File: config.mk
export PLATFORM = sky130hd
export DESIGN_NAME = uart_rx_oversample
export DESIGN_NICKNAME = d
export VERILOG_FILES = /design/src/rtl/uart_pkg.sv /design/src/rtl/sync_2ff.sv /design/src/rtl/uart_rx_oversample.sv
export SDC_FILE = /design/constraint.sdc
export NUM_CORES = 1
export LEC_CHECK = 0
export ABC_AREA = 1
export BUFFER_PORTS_ARGS = -buffer_cell sky130_fd_sc_hd__buf_2
export CAP_MARGIN = 5
export CORE_MARGIN = 1
export CORE_UTILIZATION = 51
export DETAILED_ROUTE_END_ITERATION = 16
export PLACE_DENSITY_LB_ADDON = 0.05
export SYNTH_ARGS = -nofsm -noshare
export SYNTH_HDL_FRONTEND = slang
export SYNTH_HIERARCHICAL = 1
export SYNTH_SLANG_ARGS = --single-unit
File: constraint.sdc
create_clock -name CLKIN -period 1.6 [get_ports CLKIN]
set_clock_uncertainty 0.15 [all_clocks]
set_input_delay 0.08 -clock CLKIN [delete_from_list [all_inputs] [get_ports CLKIN]]
set_output_delay 0.08 -clock CLKIN [all_outputs]
set_load 0.05 [all_outputs]
File: src/rtl/uart_pkg.sv
// Shared types and defaults for the UART receive path.
// Optional parity checking is enabled with `define UART_RX_PARITY_EN.
package uart_pkg;

   typedef enum logic [2:0] {
      IDLE,
      START,
      DATA,
      PARITY,
      STOP,
      BREAK
   } state_t;

   localparam int   DATA_BITS_DEF  = 8;
   localparam int   OVERSAMPLE_DEF = 16;
   localparam logic IDLE_LVL       = 1'b1;

endpackage

File: src/rtl/sync_2ff.sv
// Two-flop synchronizer for asynchronous single-bit inputs.
// RST_VAL sets the level both flops take during reset.
module sync_2ff #(
   parameter logic RST_VAL = 1'b0
) (
   input  logic clk,
   input  logic rst,
   input  logic d,
   output logic q
);

   logic meta;

   always_ff @(posedge clk) begin
      if (rst) begin
         meta <= RST_VAL;
         q    <= RST_VAL;
      end else begin
         meta <= d;
         q    <= meta;
      end
   end

endmodule

File: src/rtl/uart_rx_oversample.sv
// Oversampling UART receiver (8N1) with start-bit validation and break hold.
// Define UART_RX_PARITY_EN to add a parity bit check before the stop bit.
module uart_rx_oversample
   import uart_pkg::*;
#(
   parameter int DATA_BITS  = DATA_BITS_DEF,
   parameter int OVERSAMPLE = OVERSAMPLE_DEF
`ifdef UART_RX_PARITY_EN
   ,
   parameter bit PARITY_ODD = 1'b0
`endif
) (
   input  logic                 CLKIN,
   input  logic                 RESET,
   input  logic                 clock_enable,
   input  logic                 rx,
   input  logic                 run,
   output logic [DATA_BITS-1:0] data,
   output logic                 done,
   output logic                 busy,
   output logic                 framing_error,
   output logic                 parity_error
);

   localparam int CW = $clog2(OVERSAMPLE);
   localparam int BW = $clog2(DATA_BITS + 1);

   localparam logic [CW-1:0] CNT_MID  = CW'(OVERSAMPLE / 2 - 1);
   localparam logic [CW-1:0] CNT_LAST = CW'(OVERSAMPLE - 1);
   localparam logic [BW-1:0] BIT_LAST = BW'(DATA_BITS - 1);

   state_t               state;
   logic                 rx_s;
   logic [CW-1:0]        cnt;
   logic [BW-1:0]        idx;
   logic [DATA_BITS-1:0] shreg;
   logic                 par_bad;

   sync_2ff #(
      .RST_VAL(IDLE_LVL)
   ) u_sync (
      .clk(CLKIN),
      .rst(RESET),
      .d  (rx),
      .q  (rx_s)
   );

   assign busy = (state != IDLE);

`ifndef UART_RX_PARITY_EN
   assign parity_error = 1'b0;
   assign par_bad      = 1'b0;
`endif

   always_ff @(posedge CLKIN) begin
      if (RESET) begin
         state         <= IDLE;
         cnt           <= '0;
         idx           <= '0;
         shreg         <= '0;
         data          <= '0;
         done          <= 1'b0;
         framing_error <= 1'b0;
`ifdef UART_RX_PARITY_EN
         par_bad       <= 1'b0;
         parity_error  <= 1'b0;
`endif
      end else begin
         done          <= 1'b0;
         framing_error <= 1'b0;
`ifdef UART_RX_PARITY_EN
         parity_error  <= 1'b0;
`endif
         if (clock_enable) begin
            unique case (state)
               IDLE: begin
                  if (run && rx_s != IDLE_LVL) begin
                     state <= START;
                     cnt   <= '0;
                  end
               end
               // Re-check the line mid start bit to reject glitches
               START: begin
                  if (cnt == CNT_MID) begin
                     cnt   <= '0;
                     idx   <= '0;
                     state <= (rx_s == IDLE_LVL) ? IDLE : DATA;
                  end else begin
                     cnt <= cnt + 1'b1;
                  end
               end
               DATA: begin
                  if (cnt == CNT_LAST) begin
                     cnt   <= '0;
                     idx   <= idx + 1'b1;
                     shreg <= {rx_s, shreg[DATA_BITS-1:1]};
                     if (idx == BIT_LAST) begin
`ifdef UART_RX_PARITY_EN
                        state <= PARITY;
`else
                        state <= STOP;
`endif
                     end
                  end else begin
                     cnt <= cnt + 1'b1;
                  end
               end
`ifdef UART_RX_PARITY_EN
               PARITY: begin
                  if (cnt == CNT_LAST) begin
                     cnt     <= '0;
                     par_bad <= ((^shreg) ^ rx_s) != PARITY_ODD;
                     state   <= STOP;
                  end else begin
                     cnt <= cnt + 1'b1;
                  end
               end
`endif
               STOP: begin
                  if (cnt == CNT_LAST) begin
                     cnt <= '0;
`ifdef UART_RX_PARITY_EN
                     parity_error <= par_bad;
`endif
                     if (rx_s == IDLE_LVL) begin
                        state <= IDLE;
                        if (!par_bad) begin
                           data <= shreg;
                           done <= 1'b1;
                        end
                     end else begin
                        framing_error <= 1'b1;
                        state         <= BREAK;
                     end
                  end else begin
                     cnt <= cnt + 1'b1;
                  end
               end
               // Hold off until the line returns high
               BREAK: begin
                  if (rx_s == IDLE_LVL) begin
                     state <= IDLE;
                  end
               end
               default: state <= IDLE;
            endcase
         end
      end
   end

endmodule
Yosys cells after proc, flatten, opt, wreduce, memory -nomap -nowiden
Cells that the tools add are included.
{"block": "word_totals", "register_bits": 31, "in_bits": 5, "output_inout_bits": 12, "elab_cells": 58}
{"block": "classes", "n_addsub": 2, "n_eq_ne": 13, "n_mux": 18, "bitwise": 4, "reduce_logical": 12}
{"op": "2-to-1 mux 3 bit", "count": 7}
{"op": "2-to-1 mux 4 bit", "count": 5}
{"op": "one-hot mux 3 bit (5 select lines)", "count": 1}
{"op": "one-hot mux 4 bit (3 select lines)", "count": 1}
{"op": "!= test 2 bit (second input constant)", "count": 5}
{"op": "adder 4 x 1 -> 4 bit (second input constant)", "count": 2}
{"op": "equality test 4 x 3 -> 1 bit (second input constant)", "count": 2}
{"op": "one-hot mux 4 bit (2 select lines)", "count": 1}
{"op": "AND reduction 4 bit", "count": 2}
{"op": "AND reduction 7 bit", "count": 1}
{"op": "equality test 3 bit (second input constant)", "count": 2}
{"op": "AND reduction 3 bit", "count": 2}
{"op": "nonzero test 3 bit", "count": 2}
{"op": "equality test 4 bit (second input constant)", "count": 1}
{"op": "NOT 1 bit", "count": 4}
{"op": "OR reduction 4 bit", "count": 1}
{"op": "equality test 3 x 1 -> 1 bit (second input constant)", "count": 1}
{"op": "equality test 3 x 2 -> 1 bit (second input constant)", "count": 1}
{"op": "zero test 3 bit", "count": 1}
{"op": "2-to-1 mux 1 bit", "count": 2}
{"op": "2-to-1 mux 2 bit", "count": 1}
{"op": "!= test 2 x 1 -> 1 bit (second input constant)", "count": 1}
{"op": "nonzero test 2 bit", "count": 1}
{"op": "OR reduction 2 bit", "count": 1}
{"op": "logical AND 1 bit", "count": 1}

Depth between registers and ports, before layout
{"block": "depth", "depth_word": 4, "depth_mapped": 11, "depth_no_buf": 11}

By module
The synthesis kept the hierarchy.
{"mod": "uart_rx_oversample", "n_inst": 1, "cells_per_inst": 193, "area_each_um2": 1361.3, "seq_area_each_um2": 580.6}
{"mod": "sync_2ff", "n_inst": 1, "cells_per_inst": 7, "area_each_um2": 58.8, "seq_area_each_um2": 40.0}

Worst setup path after synthesis
OpenSTA, ideal clock, no wires.
{"block": "synth_path", "kind": "reg-to-reg", "startpoint": "register cnt[0]", "endpoint": "register data[4]", "setup_ps": 115, "arrival_time_ps": 1284, "t_required_ps": 1335, "setup_slack_ps": 51, "stages_incl_launch_ff": 10, "n_path_buf": 1, "synth_period_minus_slack_ps": 1549, "cell_sequence": "dfxtp_1 ha_1 nand2_1 nor2_2 inv_1 nor2_2 nand3_2 buf_6 o21ai_2 a21oi_2"}
{"block": "synth_between", "elab_chain_len": 2}
{"element": "start, declared", "line_no": "uart_rx_oversample.sv:34", "source": "logic [CW-1:0] cnt;"}
{"element": "start signal, assigned", "line_no": "uart_rx_oversample.sv:89", "source": "cnt <= cnt + 1'b1;"}
{"element": "start signal, assigned", "line_no": "uart_rx_oversample.sv:105", "source": "cnt <= cnt + 1'b1;"}
{"element": "start signal, assigned", "line_no": "uart_rx_oversample.sv:136", "source": "cnt <= cnt + 1'b1;"}
{"element": "equality test 4 bit", "line_no": "uart_rx_oversample.sv:120", "source": "if (cnt == CNT_LAST) begin"}
{"element": "AND reduction 4 bit (no line)"}
{"element": "end signal, assigned", "line_no": "uart_rx_oversample.sv:128", "source": "data <= shreg;"}
{"element": "end, declared", "line_no": "uart_rx_oversample.sv:18", "source": "output logic [DATA_BITS-1:0] data,"}
Every way passes these cells.
A chain may end at the register's enable or synchronous reset.

Final worst setup path
{"block": "layout_path", "startpoint": "register cnt[1]", "endpoint": "register data[0]"}
Same word-level chain as after synthesis.

==> flow_metrics.env <==
export IMPL_design_area_mm2=0.00189
export IMPL_drt_total_wl_mm=3.30
export IMPL_cts_buffers=5
export IMPL_tightest_slew_ns=0.568
export IMPL_area_growth_synth_to_final_pct=33.0
export IMPL_io_pin_count=17
export IMPL_cp_end_kind="register"
export IMPL_synthCells=200
export IMPL_drc_errors=0
export IMPL_start_util_pct=55.8
export IMPL_critPathArrivalTime_ns=1.73
export IMPL_grt_pass1_wl_mm=4.91
export IMPL_first_global_vias=1114
export IMPL_rsz0062_at_grt="yes"
export IMPL_total_power_mw=1.95
export IMPL_power_density_mw_per_mm2=1030
export IMPL_hold_violations=0
export IMPL_ys_types=24
export IMPL_cp_max_fo=8
export IMPL_critPathKind="reg -> reg"
export IMPL_yosysWarnings=6
export IMPL_clock_fmax_ghz=0.624
export IMPL_layout_drive_gt1_share_pct=33.9
export IMPL_setup_viol=1
export IMPL_dr_total_vias=1381
export IMPL_synth_seq_area_share_pct=43.7
export IMPL_fin_crit_sh_pct=100
export IMPL_drtAntennaViolNets=0
export IMPL_die_y_um=54.8
export IMPL_clk_latency_ns=0.34
export IMPL_cts_max_level=2
export IMPL_cts_tree="done"
export IMPL_placed_cells=251
export IMPL_synth_nets=207
export IMPL_maxSlewViolCount=0
export IMPL_status="finished with violations"
export IMPL_ir_drop_mv=1.05
export IMPL_rows=18
export IMPL_place_gp_congestion=0.901
export IMPL_post_dp_hpwl_mm=1.99
export IMPL_dr_pass1_iters=5
export IMPL_slew_headroom_pct=62.1
export IMPL_final_util_pct=74.2
export IMPL_finalCriticalPeriod_ns=1.60
export IMPL_drv_cap=0
export IMPL_cp_required_ns=1.73
export IMPL_diodes=0
export IMPL_pre_cts_ws_ns=-0.131
export IMPL_avgRoutedWirePerCell_um=12.3
export IMPL_grt_ovfl_total=0
export IMPL_tns_ns=-0.00264
export IMPL_routed_via_density=5.13
export IMPL_place_area_mm2=0.00158
export IMPL_start_kind="register"
export IMPL_syn_area_mm2=0.00142
export IMPL_syn_area_per_cell_um2=7.10
export IMPL_dr_first_iter_drc_count=27
export IMPL_fin_nets=246
export IMPL_cts_root_buf="clkbuf_4"
export IMPL_clock_sinks=31
export IMPL_holdWs_ns=0.212
export IMPL_gr_usage_all_layers_pct=24.0
export IMPL_core_mm2=0.00254
export IMPL_p_leak_nw=0.867
export IMPL_port_buffers=15
export IMPL_final_cells=269
export IMPL_ys_seq_elements=31
export IMPL_setup_ws_ns=-0.00264
export IMPL_hold_path_class="in -> reg"
export IMPL_antenna_found_initial=0
export IMPL_die_area_mm2=0.00300
export IMPL_fp_dieW_um=54.8
export IMPL_clockBufferDepth=2
export IMPL_clkTransAtPathRegs_ns=0.10
export IMPL_grt_max_degree=22
export IMPL_violations="setup timing"
==> per-layer routing <==
layer / wire [um] / global-route usage, % / vias up
met1: 1410 / 30.9 / 613
met3: 202 / 8.89 / 8
met2: 1620 / 34.5 / 49
met4: 71 / 12.0 / 0
met5: 0 / 0 / -
li1: - / - / 711
==> sequential cells by signal, indices dropped and copies added, names as in the netlist <==
register	count
cnt	4
data	8
done	1
framing_error	1
idx	4
shreg	8
state	3
u_sync/meta	1
u_sync/q	1
==> layout make-up <==
class,count,area (um^2)
well taps,30,37.5
multi-input cells,139,798
fillers,202,656
clock inverters,1,5.00
flip-flops and latches,31,638
clock buffers,6,51.3
inverters,26,97.6
repair buffers,36,262
==> path summary, 6_finish.rpt <==
kind                          start               endpoint  slack [ns]  cells after the start
max reg2reg     cnt[1]$_SDFFE_PP0P_   data[0]$_SDFFE_PP0P_      -0.003                      8
max             cnt[1]$_SDFFE_PP0P_   data[0]$_SDFFE_PP0P_      -0.003                      8
min reg2reg  u_sync/meta$_SDFF_PP1_    u_sync/q$_SDFF_PP1_        0.26                      2
min                             run  state[1]$_SDFFE_PP0P_        0.21                      7
==> power breakdown <==
group	total, mW	leakage (nW)	internal (mW)	switching (mW)
registers	0.869	0.255	0.814	0.0543
clock network	0.479	0.0341	0.203	0.276
logic	0.605	0.578	0.217	0.388
==> repair_timing <==
action	4_1_cts	5_1_grt
endpoints found under the setup margin	21	28
hold buffers	4	0
pin swaps	5	14
setup buffers	3	3
gates cloned	1	0
endpoints found under the hold margin	14	0
resized for setup	16	32
==> placed cells by master, fill, tap and decap left out <==
cell type	n
nor2_1	31
nand2_1	30
inv_1	23
dfxtp_1	23
o21ai_0	15
buf_2	15
a21oi_1	14
buf_4	12
nand3_1	8
nor2_2	6
nor2_4	6
nand2_2	5
clkbuf_4	5
dfxtp_2	5
buf_6	5
o21ai_1	4
dlygate4sd3_1	4
nand2_4	3
inv_2	3
dfxtp_4	3
nand3_4	2
o21ai_2	2
a21oi_2	2
nor3_1	2
nand4_1	2
ha_4	2
a21oi_4	1
nand3_2	1
xor2_1	1
a211oi_2	1
conb_1	1
clkbuf_8	1
clkinv_2	1
==> critical path: stages, from the launching register on <==
cell and delay, ns:
dfxtp_4 0.38, ha_4 0.16, nand2_4 0.06, nor2_4 0.12
inv_2 0.08, nor2_4 0.16, nand3_4 0.15, buf_6 0.15
a21oi_1 0.13
==> cell families (layout without fill, tap and decap cells) <==
family                   Yosys count  count (layout)  synth area share (%)
buffers and inverters             31              69                  9.07
AO/OA/AOI/OAI                     39              39                  15.1
XOR/XNOR                           1               1                 0.617
adder cells (fa/ha/maj)            2               2                  1.76
flip-flops                        31              31                  43.7
other                              1               1                 0.264
AND/OR/NAND/NOR                   95              96                  29.5
==> Yosys cell counts <==
library cell   n  share of area, %
a21oi_1       15               5.3
clkbuf_1       2              0.53
buf_2          1              0.35
a21oi_2        2               1.2
ha_1           2               1.8
inv_2          1              0.26
o21ai_2        1              0.62
nand3_1        9               3.2
conb_1         1              0.26
nand4_1        2              0.88
o21ai_0       20               7.0
inv_1         25               6.6
nand2_1       34               9.0
buf_4          1              0.53
nor2_4         1              0.79
nor3_1         2              0.70
nand3_2        1              0.70
nand2_2        4               1.8
nor2_1        34               9.0
dfxtp_1       31                44
a211oi_2       1              0.88
buf_6          1              0.79
nor2_2         8               3.5
xor2_1         1              0.62
(Power assumes the default switching activity.)
